[src/rtl/cond_flag_gen.sv]
`default_nettype none
// =============================================================================
// cond_flag_gen : digit-serial flag generator for SEQ/SLT/SLE/SCO
// Optional macro COND_FLAG_SET_OUT_EN adds the registered set[15:0] output.
// Revision: 1.0
// =============================================================================
module cond_flag_gen #(
  parameter int DIGIT_W = 4
) (
  input  logic        clk,
  input  logic        rst,
  input  logic        start,
  input  logic [1:0]  instr,
  input  logic [15:0] a,
  input  logic [15:0] b,
  output logic        ready,
  output logic        done,
  output logic        zero,
  output logic        cout,
  output logic        alu_out_msb
`ifdef COND_FLAG_SET_OUT_EN
  ,
  output logic [15:0] set
`endif
);

  localparam int NSTEP = 16 / DIGIT_W;
  localparam int CNT_W = (NSTEP > 1) ? $clog2(NSTEP) : 1;
  localparam logic [CNT_W-1:0] C_LAST = CNT_W'(NSTEP - 1);

  typedef enum logic [1:0] {
    S_IDLE = 2'd0,
    S_RUN  = 2'd1,
    S_DONE = 2'd2
  } state_t;

  state_t           r_state;
  logic [CNT_W-1:0] r_cnt;
  logic [15:0]      r_x;
  logic [15:0]      r_y;
  logic             r_carry;
  logic             r_nz;
  logic [1:0]       r_instr;

  logic [DIGIT_W:0] w_sum;
  logic             w_r_msb;
  logic             w_c_out;
  logic             w_c_msb_in;
  logic             w_msb;
  logic             w_zero;
  logic             w_last;

  // Carry into the digit MSB is recovered as x^y^sum, so V works for any DIGIT_W.
  always_comb begin
    w_sum      = {1'b0, r_x[DIGIT_W-1:0]} + {1'b0, r_y[DIGIT_W-1:0]}
               + {{DIGIT_W{1'b0}}, r_carry};
    w_c_out    = w_sum[DIGIT_W];
    w_r_msb    = w_sum[DIGIT_W-1];
    w_c_msb_in = r_x[DIGIT_W-1] ^ r_y[DIGIT_W-1] ^ w_r_msb;
    w_msb      = w_r_msb ^ (w_c_msb_in ^ w_c_out);
    w_zero     = ~(r_nz | (|w_sum[DIGIT_W-1:0]));
    w_last     = (r_cnt == C_LAST);
  end

  assign ready = (r_state != S_RUN);

`ifdef COND_FLAG_SET_OUT_EN
  logic w_set_bit;
  always_comb begin
    w_set_bit = 1'b0;
    case (r_instr)
      2'b00:   w_set_bit = w_zero;
      2'b01:   w_set_bit = w_msb;
      2'b10:   w_set_bit = ~w_msb;
      default: w_set_bit = w_c_out;
    endcase
  end
`endif

  always_ff @(posedge clk) begin
    if (rst) begin
      r_state     <= S_IDLE;
      r_cnt       <= '0;
      r_x         <= '0;
      r_y         <= '0;
      r_carry     <= 1'b0;
      r_nz        <= 1'b0;
      r_instr     <= '0;
      done        <= 1'b0;
      zero        <= 1'b0;
      cout        <= 1'b0;
      alu_out_msb <= 1'b0;
`ifdef COND_FLAG_SET_OUT_EN
      set         <= 16'h0000;
`endif
    end else begin
      done <= 1'b0;
      case (r_state)
        S_RUN: begin
          r_x     <= r_x >> DIGIT_W;
          r_y     <= r_y >> DIGIT_W;
          r_carry <= w_c_out;
          r_nz    <= ~w_zero;
          r_cnt   <= r_cnt + 1'b1;
          if (w_last) begin
            r_state     <= S_DONE;
            done        <= 1'b1;
            zero        <= w_zero;
            cout        <= w_c_out;
            alu_out_msb <= w_msb;
`ifdef COND_FLAG_SET_OUT_EN
            set         <= {15'b0, w_set_bit};
`endif
          end
        end
        default: begin
          if (start) begin
            r_state <= S_RUN;
            r_cnt   <= '0;
            r_nz    <= 1'b0;
            r_instr <= instr;
            case (instr)
              2'b10: begin
                r_x     <= b;
                r_y     <= ~a;
                r_carry <= 1'b1;
              end
              2'b11: begin
                r_x     <= a;
                r_y     <= b;
                r_carry <= 1'b0;
              end
              default: begin
                r_x     <= a;
                r_y     <= ~b;
                r_carry <= 1'b1;
              end
            endcase
          end else begin
            r_state <= S_IDLE;
          end
        end
      endcase
    end
  end

endmodule
`default_nettype wire

[config.mk]
export PLATFORM = sky130hd
export DESIGN_NAME = cond_flag_gen
export DESIGN_NICKNAME = d
export VERILOG_FILES = /design/src/rtl/cond_flag_gen.sv
export SDC_FILE = /design/constraint.sdc
export NUM_CORES = 1
export LEC_CHECK = 0
export BUFFER_PORTS_ARGS = -buffer_cell sky130_fd_sc_hd__clkbuf_2
export CAP_MARGIN = 20
export CORE_ASPECT_RATIO = 1.25
export CORE_MARGIN = 8
export CORE_UTILIZATION = 50
export DETAILED_ROUTE_END_ITERATION = 10
export PLACE_DENSITY = 0.78
export SETUP_SLACK_MARGIN = 0.5
export SLEW_MARGIN = 20
export SYNTH_ARGS = -nofsm -noshare
export SYNTH_HDL_FRONTEND = slang
export SYNTH_SLANG_ARGS = --single-unit
[constraint.sdc]
create_clock -name clk -period 3.3 [get_ports clk]
set_input_delay 0.33 -clock clk [delete_from_list [all_inputs] [get_ports clk]]
set_output_delay 0.33 -clock clk [all_outputs]
set_load 0.01 [all_outputs]
==> out/qor.csv, run 1 <==
stage,metric,value,unit
outcome,outcome,"finished, final reports clean",
worst_setup_path,R2R Path End,r_nz$_SDFFE_PP0P_,
worst_setup_path,CP Capture Type,output port,
worst_setup_path,Crit path required time,2.97,ns
route,final wirelength,5.73,mm
hold_path,worst hold path cell count,3,
global_routing,initial antenna violation count,0,
synthesis,Synth Area in XOR/XNOR,0.374,%
timing,Final Skew,0.00581,ns
clocking,H-tree level count,2,
timing,Sum Neg Setup Slack,0,ns
die,# rows,28,
timing,Worst slew margin,58.6,%
synthesis,Synth Area in Compound Gates,22.3,%
timing,Final Setup Violations,0,
hold_path,Hold Crit Class,input port to flop,
global_routing,largest net degree at the start of global routing,40,
power_and_ir_drop,pwr dens,453,nW/um^2
synthesis,"Async S/R FF share, synth",0,%
power_and_ir_drop,Lkg Pwr,1.11,nW
power_and_ir_drop,sequential group share of total power,47.7,%
cells_and_area,Ant. Diodes,0,
clocking,CTS max path bufs,2,
worst_setup_path,R2R Setup Slk,1.44,ns
route,# DRC,0,
worst_setup_path,worst path cell trace,"nor2b_1, buf_4, inv_2, clkbuf_2",
die,DIE AREA,7140,um^2
clocking,clk sinks,42,
global_routing,vias in the first global route,2211,
worst_setup_path,Worst Setup Path Type,flop to output port,
flow_run,Max-cap violations,0,
synthesis,Post-Synth Adder-Cell Area,3.85,%
hold_path,hold path startpoint,a[13],
route,routed len/inst,15.2,um
timing,Tightest Pin Transition,0.621,ns
placed_design,global placer's final weighted congestion,0.848,
power_and_ir_drop,Net Switching,321,uW
clocking,"Reg clk slew, reported paths",0.08,ns
timing,Fin Hold WS,0.309,ns
worst_setup_path,R2R Path Start,r_x[0]$_SDFFE_PP0P_,
clocking,TritonCTS clock tree,done,
synthesis,#FFs+latches synth,42,
synthesis,Yosys Warn Count,0,
power_and_ir_drop,Sw Ratio,27.3,%
die,Die Y,92.5,um
worst_setup_path,crit path max-delay cell type,inv_2,
global_routing,Global Route Usage Sum,16.6,%
cells_and_area,Final Cell Area,2600,um^2
cells_and_area,Syn-to-layout area delta,11.0,%
die,# IOs,42,
worst_setup_path,CP arrival,1.54,ns
timing,Fmax,534,MHz
die,Die X,77.2,um
placed_design,I/O Buffers,41,
cells_and_area,post-layout util,56.2,%
timing,Setup WS post-layout,1.43,ns
worst_setup_path,Crit path largest cell delay,0.39,ns
cells_and_area,share of cells above drive strength 1,18.7,%
cells_and_area,Nets,358,
global_routing,global-route wire length before repair,9.91,mm
placed_design,DP Wirelength,3.95,mm
worst_setup_path,cell family with the largest share of critical-path delay,buffers and inverters,
power_and_ir_drop,combinational share of power,18.5,%
route,vias per inst,5.87,
synthesis,Post-synth EDFFs,0,
synthesis,mapped cell area,2340,um^2
worst_setup_path,critical path startpoint,r_state[0]$_SDFFE_PP0P_,
global_routing,grt ovf,0,
synthesis,syn avg cell area,8.05,um^2
clocking,CTS Hold Bufs,0,
timing,RSZ-0062 raised after global routing,no,
timing,fin crit period,1.87,ns
timing,period utilization,56.7,%
synthesis,post-synthesis sequential area ratio,35.9,%
cells_and_area,Finished Layout Cells,376,
route,Starting DRT DRC Count,190,
route,vias,2206,
power_and_ir_drop,internal power,856,uW
die,Core Area,4620,um^2
worst_setup_path,reg2reg path depth,7,
synthesis,Synth cell types,38,
synthesis,Post-synth top flop,dfxtp_1,
clocking,total CTS buffers,5,
clocking,CTS root buf,clkbuf_8,
clocking,post-CTS setup buffers,0,
route,"antenna viol nets, final",0,
worst_setup_path,Startpoint Class,flop,
synthesis,largest family of logic cells by synthesized area,simple AND/OR/NAND/NOR gates,
timing,Final Max Tran Viols,0,
placed_design,placed insts,368,
synthesis,Synth Area in Simple Gates,24.7,%
synthesis,post-synthesis mux area share,5.13,%
route,Detailed Routing Iterations Pass 1,4,
synthesis,Post-Synthesis Cells,291,
worst_setup_path,Buffers & Inverters on Critical Path,3,
power_and_ir_drop,Peak VDD IR,0.000286,V
cells_and_area,Layout fillers,472,
hold_path,hold endpoint,r_x[13]$_SDFFE_PP0P_,
die,Starting Density,50.6,%
placed_design,dpl cell area,2490,um^2
placed_design,pre-CTS setup slack,1.40,ns
synthesis,syn nets,334,
worst_setup_path,crit-path max FO,28,
power_and_ir_drop,Pwr Total,1.18,mW
timing,Final Hold Violating Endpoints,0,
clocking,post-CTS sizing,0,
power_and_ir_drop,Clk pwr share,33.8,%
clocking,clk_lat worst skew,0.29,ns
[cell usage in the layout (no fill, tap or decap), drive strengths merged, types with 2 or more instances in the layout]
cell type  instances
fa                 2
a211oi            12
clkinv             2
a31o               4
a311o              8
buf                3
mux2i             12
o21ai              7
ha                 4
nand3             18
inv                7
nand3b             6
nor2              41
o211ai             2
a311oi             8
clkbuf            46
nand2b             5
nand2             43
dfxtp             42
nor4b              2
nor3               6
nor2b              2
a21oi             12
o221ai            12
[worst max path at each step]
| stage | end | cells after the start |
|---|---|---|
| global route | zero$_SDFFE_PP0P_ | 7 |
| finish | ready | 4 |
| detailed placement | r_x[9]$_SDFFE_PP0P_ | 5 |
| global placement | r_x[8]$_SDFFE_PP0P_ | 5 |
| CTS | ready | 4 |
| floorplan | r_nz$_SDFFE_PP0P_ | 7 |
[Yosys cell counts (all sizes together), types with 2 or more instances]
master	instances	area share, %
nand2	43	7.0
dfxtp	42	36
nor2	41	6.6
buf	18	5.2
nand3	18	3.8
a211oi	12	3.8
a21oi	12	2.6
mux2i	12	5.1
o221ai	12	4.5
clkbuf	9	1.4
a311o	8	3.4
a311oi	8	3.0
inv	7	1.1
o21ai	7	1.5
nand3b	6	1.9
nor3	6	1.3
nand2b	5	1.7
a31o	4	1.5
ha	4	2.1
fa	2	1.7
nor2b	2	0.53
nor4b	2	0.75
o211ai	2	0.64
[worst min-delay path, cell delays in order]
cell      delay [ns]
clkbuf_2        0.09
nand2_1         0.05
a311oi_1        0.08
[metal layers]
metal	track usage (%)	routed length [um]
met3	4.36	300
met2	27.2	2660
met5	0	0
met1	19.7	2640
met4	8.36	129
[state kept, by name (all words and copies together), names as in the netlist]
name / cells
r_x: 16
r_y: 16
r_cnt: 2
r_state: 2
alu_out_msb: 1
cout: 1
done: 1
r_carry: 1
r_nz: 1
zero: 1
[cells by family after synthesis]
logic type               after synthesis
AO/OA/AOI/OAI                         69
adder cells (fa/ha/maj)                6
XOR/XNOR                               1
AND/OR/NAND/NOR                      127
buffers and inverters                 34
flip-flops                            42
multiplexers                          12
[power groups by stage]
stage	Combinational (mW)	Sequential (mW)	Clock (mW)
after floorplan	0.165	0.567	0
after global placement	0.212	0.572	0
after detailed placement	0.216	0.573	0
after CTS	0.217	0.561	0.404
after global routing	0.247	0.565	0.425
final	0.218	0.562	0.397
[area by class of cell]
class                   count  area, um^2  area share [%]
well taps                  60        75.1            2.89
clock buffers               5        68.8            2.65
clock inverters             3        40.0            1.54
flip-flops and latches     42         841            32.4
multi-input cells         215        1320            50.8
repair buffers             44         228            8.76
inverters                   7        26.3            1.01
Note: power is estimated with default switching activity, not from simulation.
==> inputs of run 2 (changes only) <==
- ABC_AREA: default -> 1
- clock period: 3.3 -> 1.9 ns (I/O delays scaled with it)
==> run 2 against run 1 <==
  * Non-clock buffer count rose by 9
  * Power grew 88%
  * Register-to-register slack lost 1.3 ns
  * Global-route usage is 0.57 points higher
  * Via count grew 8.3%
  * Synthesized cell count rose by 24%
  * Routed wire length rose by 3.2%
  * Clock-buffer cell count is 1 higher
  * Clock power increased by 120%
  * Largest cell class unchanged
==> out/qor.csv, run 2 <==
stage,metric,value,unit,change
synthesis,#FFs+latches synth,42,,unchanged
flow_run,Max-cap violations,0,,unchanged
route,vias,2388,,was 2206
outcome,outcome,"finished, final reports clean",,unchanged
cells_and_area,biggest regs,"r_x: 16 flops, r_y: 16 flops",,unchanged
clocking,CTS Hold Bufs,0,,unchanged
synthesis,mapped cell area,2360,um^2,was 2340 um^2
global_routing,vias in the first global route,2347,,was 2211
die,# rows,28,,unchanged
synthesis,"Async S/R FF share, synth",0,%,unchanged
worst_setup_path,worst path cell trace,"fa_2, inv_2, fa_1, nand3b_1, nor2_1, nand3_1, nand2_1, a21oi_1",,"was nor2b_1, buf_4, inv_2, clkbuf_2"
worst_setup_path,crit-path max FO,2,,was 28
worst_setup_path,CP Capture Type,flop,,was output port
synthesis,Post-synth top flop,dfxtp_1,,unchanged
worst_setup_path,Crit path largest cell delay,0.40,ns,was 0.39 ns
worst_setup_path,CP arrival,1.96,ns,was 1.54 ns
global_routing,grt met3 use,5.14,%,was 4.36%
worst_setup_path,Worst Setup Path Type,flop to flop,,was flop to output port
synthesis,commonest cells in the synthesized netlist,"139 x nand2_1, 50 x inv_1, 42 x dfxtp_1",,"was 42 x dfxtp_1, 42 x nand2_1, 41 x nor2_1"
die,Die Y,92.9,um,was 92.5 um
clocking,total CTS buffers,5,,unchanged
cells_and_area,Ant. Diodes,0,,unchanged
worst_setup_path,Crit path required time,2.13,ns,was 2.97 ns
timing,fin crit period,1.72,ns,
route,final wirelength,5.91,mm,was 5.73 mm
die,Die X,77.5,um,was 77.2 um
placed_design,global placer's final weighted congestion,0.825,,was 0.848
timing,Sum Neg Setup Slack,0,ns,unchanged
cells_and_area,share of cells above drive strength 1,18.9,%,was 18.7%
hold_path,Hold Crit Class,input port to flop,,unchanged
cells_and_area,"commonest cells after routing, fill and taps aside","139 x nand2_1, 48 x inv_1, 40 x clkbuf_2",,"was 42 x nand2_1, 42 x dfxtp_1, 41 x nor2_1, 41 x clkbuf_2, 18 x nand3_1"
cells_and_area,Final Cell Area,2850,um^2,was 2600 um^2
route,"antenna viol nets, final",0,,unchanged
route,vias per inst,5.16,,was 5.87
die,# IOs,42,,unchanged
synthesis,Post-synth EDFFs,0,,unchanged
clocking,H-tree level count,2,,unchanged
route,# DRC,0,,unchanged
timing,Fin Hold WS,0.222,ns,was 0.309 ns
worst_setup_path,cell family with the largest share of critical-path delay,adder cells,,was buffers and inverters
die,Core Area,4660,um^2,was 4620 um^2
timing,Final Max Tran Viols,0,,unchanged
power_and_ir_drop,Peak VDD IR,0.000578,V,was 0.000286 V
synthesis,"top cells by area, synth","dfxtp_1 36%, nand2_1 22%, inv_1 7.9%",,"was dfxtp_1 36%, nand2_1 6.7%, nor2_1 6.6%"
clocking,clk sinks,42,,unchanged
synthesis,post-synthesis sequential area ratio,35.6,%,was 35.9%
placed_design,dpl cell area,2590,um^2,was 2490 um^2
global_routing,grt ovf,0,,unchanged
global_routing,global-route wire length before repair,10.2,mm,was 9.91 mm
global_routing,initial antenna violation count,0,,unchanged
cells_and_area,"most common cell after layout, fill and taps aside",nand2_1,,
timing,Final Skew,0.00656,ns,was 0.00581 ns
global_routing,met1 Use GR,18.4,%,was 19.7%
cells_and_area,Nets,445,,was 358
global_routing,largest net degree at the start of global routing,31,,was 40
synthesis,most numerous cell in the Yosys netlist,nand2_1,,
power_and_ir_drop,Lkg Pwr,1.36,nW,was 1.11 nW
cells_and_area,Layout fillers,442,,was 472
timing,Tightest Pin Transition,0.326,ns,was 0.621 ns
route,routed len/inst,12.8,um,was 15.2 um
synthesis,syn avg cell area,6.55,um^2,was 8.05 um^2
global_routing,met2 usage,30.4,%,was 27.2%
clocking,CTS max path bufs,2,,unchanged
synthesis,Yosys Warn Count,0,,unchanged
worst_setup_path,Buffers & Inverters on Critical Path,1,,was 3
timing,period utilization,90.6,%,
timing,RSZ-0062 raised after global routing,yes,,was no
synthesis,Synth cell types,20,,was 38
timing,Final Setup Violations,0,,unchanged
power_and_ir_drop,pwr dens,779,nW/um^2,was 453 nW/um^2
placed_design,I/O Buffers,41,,unchanged
global_routing,busiest grt layer,met2,,unchanged
timing,Fmax,581,MHz,
route,Starting DRT DRC Count,170,,was 190
placed_design,DP Wirelength,4.16,mm,was 3.95 mm
clocking,CTS root buf,clkbuf_8,,unchanged
route,Detailed Routing Iterations Pass 1,4,,unchanged
clocking,"Reg clk slew, reported paths",0.08,ns,about the same
clocking,TritonCTS clock tree,done,,unchanged
worst_setup_path,Startpoint Class,flop,,unchanged
synthesis,Post-Synthesis Cells,361,,was 291
die,DIE AREA,7200,um^2,was 7140 um^2
timing,Final Hold Violating Endpoints,0,,unchanged
worst_setup_path,R2R Setup Slk,0.18,ns,was 1.44 ns
synthesis,top cell type's share of synthesized area,35.6,%,was 35.9%
global_routing,Global Route Usage Sum,17.2,%,was 16.6%
clocking,clk_lat worst skew,0.30,ns,was 0.29 ns
synthesis,syn nets,404,,was 334
synthesis,post-synth top area cell,dfxtp_1,,unchanged
worst_setup_path,crit path max-delay cell type,fa_1,,was inv_2
timing,Worst slew margin,78.3,%,was 58.6%
cells_and_area,Syn-to-layout area delta,20.4,%,was 11.0%
die,Starting Density,50.8,%,was 50.6%
==> run 2: worst reg2reg max path: stages (launching register included) <==
cell	delay (ns)
dfxtp_2	0.34
fa_2	0.39
inv_2	0.06
fa_1	0.40
nand3b_1	0.09
nor2_1	0.05
nand3_1	0.12
nand2_1	0.07
a21oi_1	0.12
==> run 2: logic make-up (layout without fill, tap and decap cells) <==
| kind of cell | count (synthesis) | in the layout | synth area share [%] |
|---|---|---|---|
| and+or+nand+nor | 180 | 180 | 31.2 |
| AOI/OAI and AO/OA | 62 | 62 | 16.3 |
| DFF | 42 | 42 | 35.6 |
| buffers and inverters | 71 | 113 | 13.2 |
| adders and majority gates | 6 | 6 | 3.81 |
==> run 2: worst paths after layout <==
check	depth (start not counted)	from	endpoint
worst max-delay path	8	r_y[0]$_SDFFE_PP0P_	r_nz$_SDFFE_PP0P_
worst min-delay path	3	a[4]	r_x[4]$_SDFFE_PP0P_
worst max register to register	8	r_y[0]$_SDFFE_PP0P_	r_nz$_SDFFE_PP0P_
worst min register to register	2	r_cnt[1]$_SDFFE_PP0P_	r_cnt[1]$_SDFFE_PP0P_
==> run 2: timing repair <==
| action | 4_1_cts | 5_1_grt |
|---|---|---|
| setup endpoints to repair | 30 | 29 |
| gates cloned | 1 | 0 |
| pin swaps | 4 | 2 |
| setup buffers | 3 | 2 |
| gates resized for setup | 6 | 9 |
==> run 2: area by class of cell <==
class / count / area, um^2 / share of cell area, %
multi-input combinational: 248 / 1230 / 43.2
clock inverter: 2 / 60.1 / 2.11
clock buffer: 6 / 82.6 / 2.90
sequential: 42 / 846 / 29.7
tap: 60 / 75.1 / 2.64
inverter: 52 / 195 / 6.86
timing repair buffer: 53 / 359 / 12.6
==> run 2: report_power, final <==
group	internal, mW	total, mW	switching [mW]
Sequential	0.934	0.965	0.0313
Combinational	0.160	0.381	0.220
Clock	0.560	0.871	0.311
Total	1.65	2.22	0.563
==> run 2: metal layers <==
layer  vias to the layer above  routed length (um)
met5                         -                   0
met2                        65                2950
met4                         0                 127
met3                         9                 392
met1                      1072                2440
li1                       1242                   -
==> run 2: metrics by stage <==
step	std cells	setup WS (ns)	util [%]	power (mW)
global placement	449	0.231	55.6	1.32
global route	463	0.133	61.1	2.32
finish	463	0.178	61.1	2.22
floorplan	361	0.343	-	1.22
detailed placement	449	0.209	55.6	1.33
CTS	461	0.208	60.3	2.22
==> inputs of run 3 (changes only) <==
- SETUP_SLACK_MARGIN: 0.5 -> default
- clock period: 1.9 -> 1.6 ns (I/O delays scaled with it)
==> run 3 against run 2 <==
  * The run now ends with negative setup slack left
  * Critical path type unchanged
  * Global-route usage decreased by 1.0 points
  * Clock-buffer cell count unchanged
  * Final cell count decreased by 0.86%
  * Via count decreased by 0.13%
==> out/qor.csv, run 3 (synthesis gave the netlist of run 2 again) <==
stage,metric,value,unit,change
cells_and_area,share of cells above drive strength 1,17.3,%,was 18.9%
die,# rows,28,,unchanged
timing,Worst slew margin,62.7,%,was 78.3%
power_and_ir_drop,Net Switching,656,uW,was 563 uW
timing,Final Setup Violations,1,,was 0
worst_setup_path,cell family with the largest share of critical-path delay,adder cells,,unchanged
placed_design,placed insts,451,,was 449
worst_setup_path,CP arrival,1.88,ns,was 1.96 ns
power_and_ir_drop,Lkg Pwr,1.32,nW,was 1.36 nW
cells_and_area,"commonest cells after routing, fill and taps aside","139 x nand2_1, 49 x inv_1, 41 x clkbuf_2",,"was 139 x nand2_1, 48 x inv_1, 40 x clkbuf_2"
die,Die X,77.5,um,unchanged
global_routing,grt ovf,0,,unchanged
power_and_ir_drop,Clk pwr share,39.8,%,was 39.3%
worst_setup_path,Worst Setup Path Type,flop to flop,,unchanged
route,Detailed Routing Iterations Pass 1,4,,unchanged
die,Starting Density,50.8,%,unchanged
clocking,clk_lat worst skew,0.30,ns,about the same
route,"antenna viol nets, final",0,,unchanged
timing,RSZ-0062 raised after global routing,yes,,unchanged
route,vias,2385,,was 2388
route,final wirelength,5.82,mm,was 5.91 mm
timing,Fin Hold WS,0.198,ns,was 0.222 ns
worst_setup_path,Crit path largest cell delay,0.40,ns,about the same
cells_and_area,biggest regs,"r_x: 16 flops, r_y: 16 flops",,unchanged
cells_and_area,Final Cell Area,2760,um^2,was 2850 um^2
die,DIE AREA,7200,um^2,unchanged
timing,Setup WS post-layout,-0.0489,ns,was 0.178 ns
timing,Final Max Tran Viols,0,,unchanged
timing,fin crit period,1.65,ns,was 1.72 ns
hold_path,Hold Crit Class,input port to flop,,unchanged
timing,Final Hold Violating Endpoints,0,,unchanged
clocking,total CTS buffers,5,,unchanged
cells_and_area,Syn-to-layout area delta,16.6,%,was 20.4%
power_and_ir_drop,Sw Ratio,25.3,%,was 25.4%
die,# IOs,42,,unchanged
worst_setup_path,crit-path max FO,2,,unchanged
power_and_ir_drop,sequential group share of total power,44.2,%,was 43.5%
global_routing,global-route wire length before repair,9.72,mm,was 10.2 mm
timing,Fmax,606,MHz,was 581 MHz
worst_setup_path,Crit path required time,1.83,ns,was 2.13 ns
placed_design,dpl cell area,2600,um^2,was 2590 um^2
global_routing,Global Route Usage Sum,16.2,%,was 17.2%
timing,Sum Neg Setup Slack,-0.0489,ns,was 0 ns
cells_and_area,post-layout util,59.2,%,was 61.1%
clocking,CTS root buf,clkbuf_8,,unchanged
clocking,clk sinks,42,,unchanged
clocking,CTS max path bufs,2,,unchanged
worst_setup_path,Buffers & Inverters on Critical Path,1,,unchanged
power_and_ir_drop,combinational share of power,16.1,%,was 17.2%
worst_setup_path,Startpoint Class,flop,,unchanged
timing,Final Skew,0.00464,ns,was 0.00656 ns
route,Starting DRT DRC Count,162,,was 170
power_and_ir_drop,Pwr Total,2.59,mW,was 2.22 mW
placed_design,pre-CTS setup slack,-0.0618,ns,was 0.209 ns
die,Core Area,4660,um^2,unchanged
route,vias per inst,5.20,,was 5.16
cells_and_area,Finished Layout Cells,459,,was 463
power_and_ir_drop,Peak VDD IR,0.000641,V,was 0.000578 V
clocking,H-tree level count,2,,unchanged
die,Die Y,92.9,um,unchanged
global_routing,largest net degree at the start of global routing,30,,was 31
route,# DRC,0,,unchanged
clocking,TritonCTS clock tree,done,,unchanged
cells_and_area,"most common cell after layout, fill and taps aside",nand2_1,,unchanged
worst_setup_path,crit path max-delay cell type,fa_2,,was fa_1
route,routed len/inst,12.7,um,was 12.8 um
timing,Tightest Pin Transition,0.559,ns,was 0.326 ns
cells_and_area,Ant. Diodes,0,,unchanged
outcome,failing checks,negative setup slack,,
worst_setup_path,worst path cell trace,"fa_2, inv_2, fa_1, nand3b_1, nor2_1, nand3_1, nand2_1, a21oi_1",,unchanged
global_routing,vias in the first global route,2235,,was 2347
placed_design,I/O Buffers,41,,unchanged
power_and_ir_drop,pwr dens,941,nW/um^2,was 779 nW/um^2
worst_setup_path,CP Capture Type,flop,,unchanged
placed_design,global placer's final weighted congestion,0.830,,was 0.825
global_routing,initial antenna violation count,0,,unchanged
flow_run,Max-cap violations,0,,unchanged
power_and_ir_drop,internal power,1.94,mW,was 1.65 mW
placed_design,DP Wirelength,4.23,mm,was 4.16 mm
cells_and_area,Nets,441,,was 445
outcome,outcome,"finished, violations left",,"was finished, final reports clean"
timing,period utilization,103,%,was 90.6%
clocking,"Reg clk slew, reported paths",0.08,ns,about the same
run 3: cell type report:
cell class / count / area (um^2)
timing repair buffer: 49 / 278
clock buffer: 6 / 82.6
fill: 455 / 1900
inverter: 52 / 195
tap: 60 / 75.1
clock inverter: 2 / 60.1
sequential: 42 / 845
multi-input combinational: 248 / 1220
run 3: power groups by stage:
stage                     combinational, mW  sequential (mW)  clock [mW]
final                                 0.417             1.14        1.03
after global routing                  0.476             1.15        1.07
after CTS                             0.419             1.14        1.05
after detailed placement              0.414             1.17           0
after global placement                0.404             1.17           0
after floorplan                       0.294             1.16           0
run 3: layer usage:
metal	track usage (%)	up-vias	routed length [um]
li1	-	1230	-
met1	18.7	1082	2490
met2	28.2	69	2920
met3	4.07	4	344
met4	5.36	0	62
met5	0	-	0
run 3: path summary, 6_finish.rpt:
check	start	end	slack [ns]	cells past startpoint
worst max register to register	r_carry$_SDFFE_PP0P_	r_nz$_SDFFE_PP0P_	-0.05	8
worst min-delay path	a[4]	r_x[4]$_SDFFE_PP0P_	0.20	3
worst max-delay path	r_carry$_SDFFE_PP0P_	r_nz$_SDFFE_PP0P_	-0.05	8
worst min register to register	r_cnt[0]$_SDFFE_PP0P_	r_cnt[0]$_SDFFE_PP0P_	0.47	1
run 3: what timing repair did:
item / 4_1_cts / 5_1_grt
resized for setup: 4 / 1
gates cloned: 0 / 0
endpoints found under the setup margin: 3 / 5
buffers inserted: 0 / 0
pin swaps: 1 / 0
hold buffers: 0 / 0
run 3: worst reg2reg max path, delay by kind of cell, from the launching register on:
kind	cells	cell delay (ns)
simple gates	4	0.29
fa+ha+maj	2	0.79
flops	1	0.34
buf+inv	1	0.06
compound gates	1	0.11
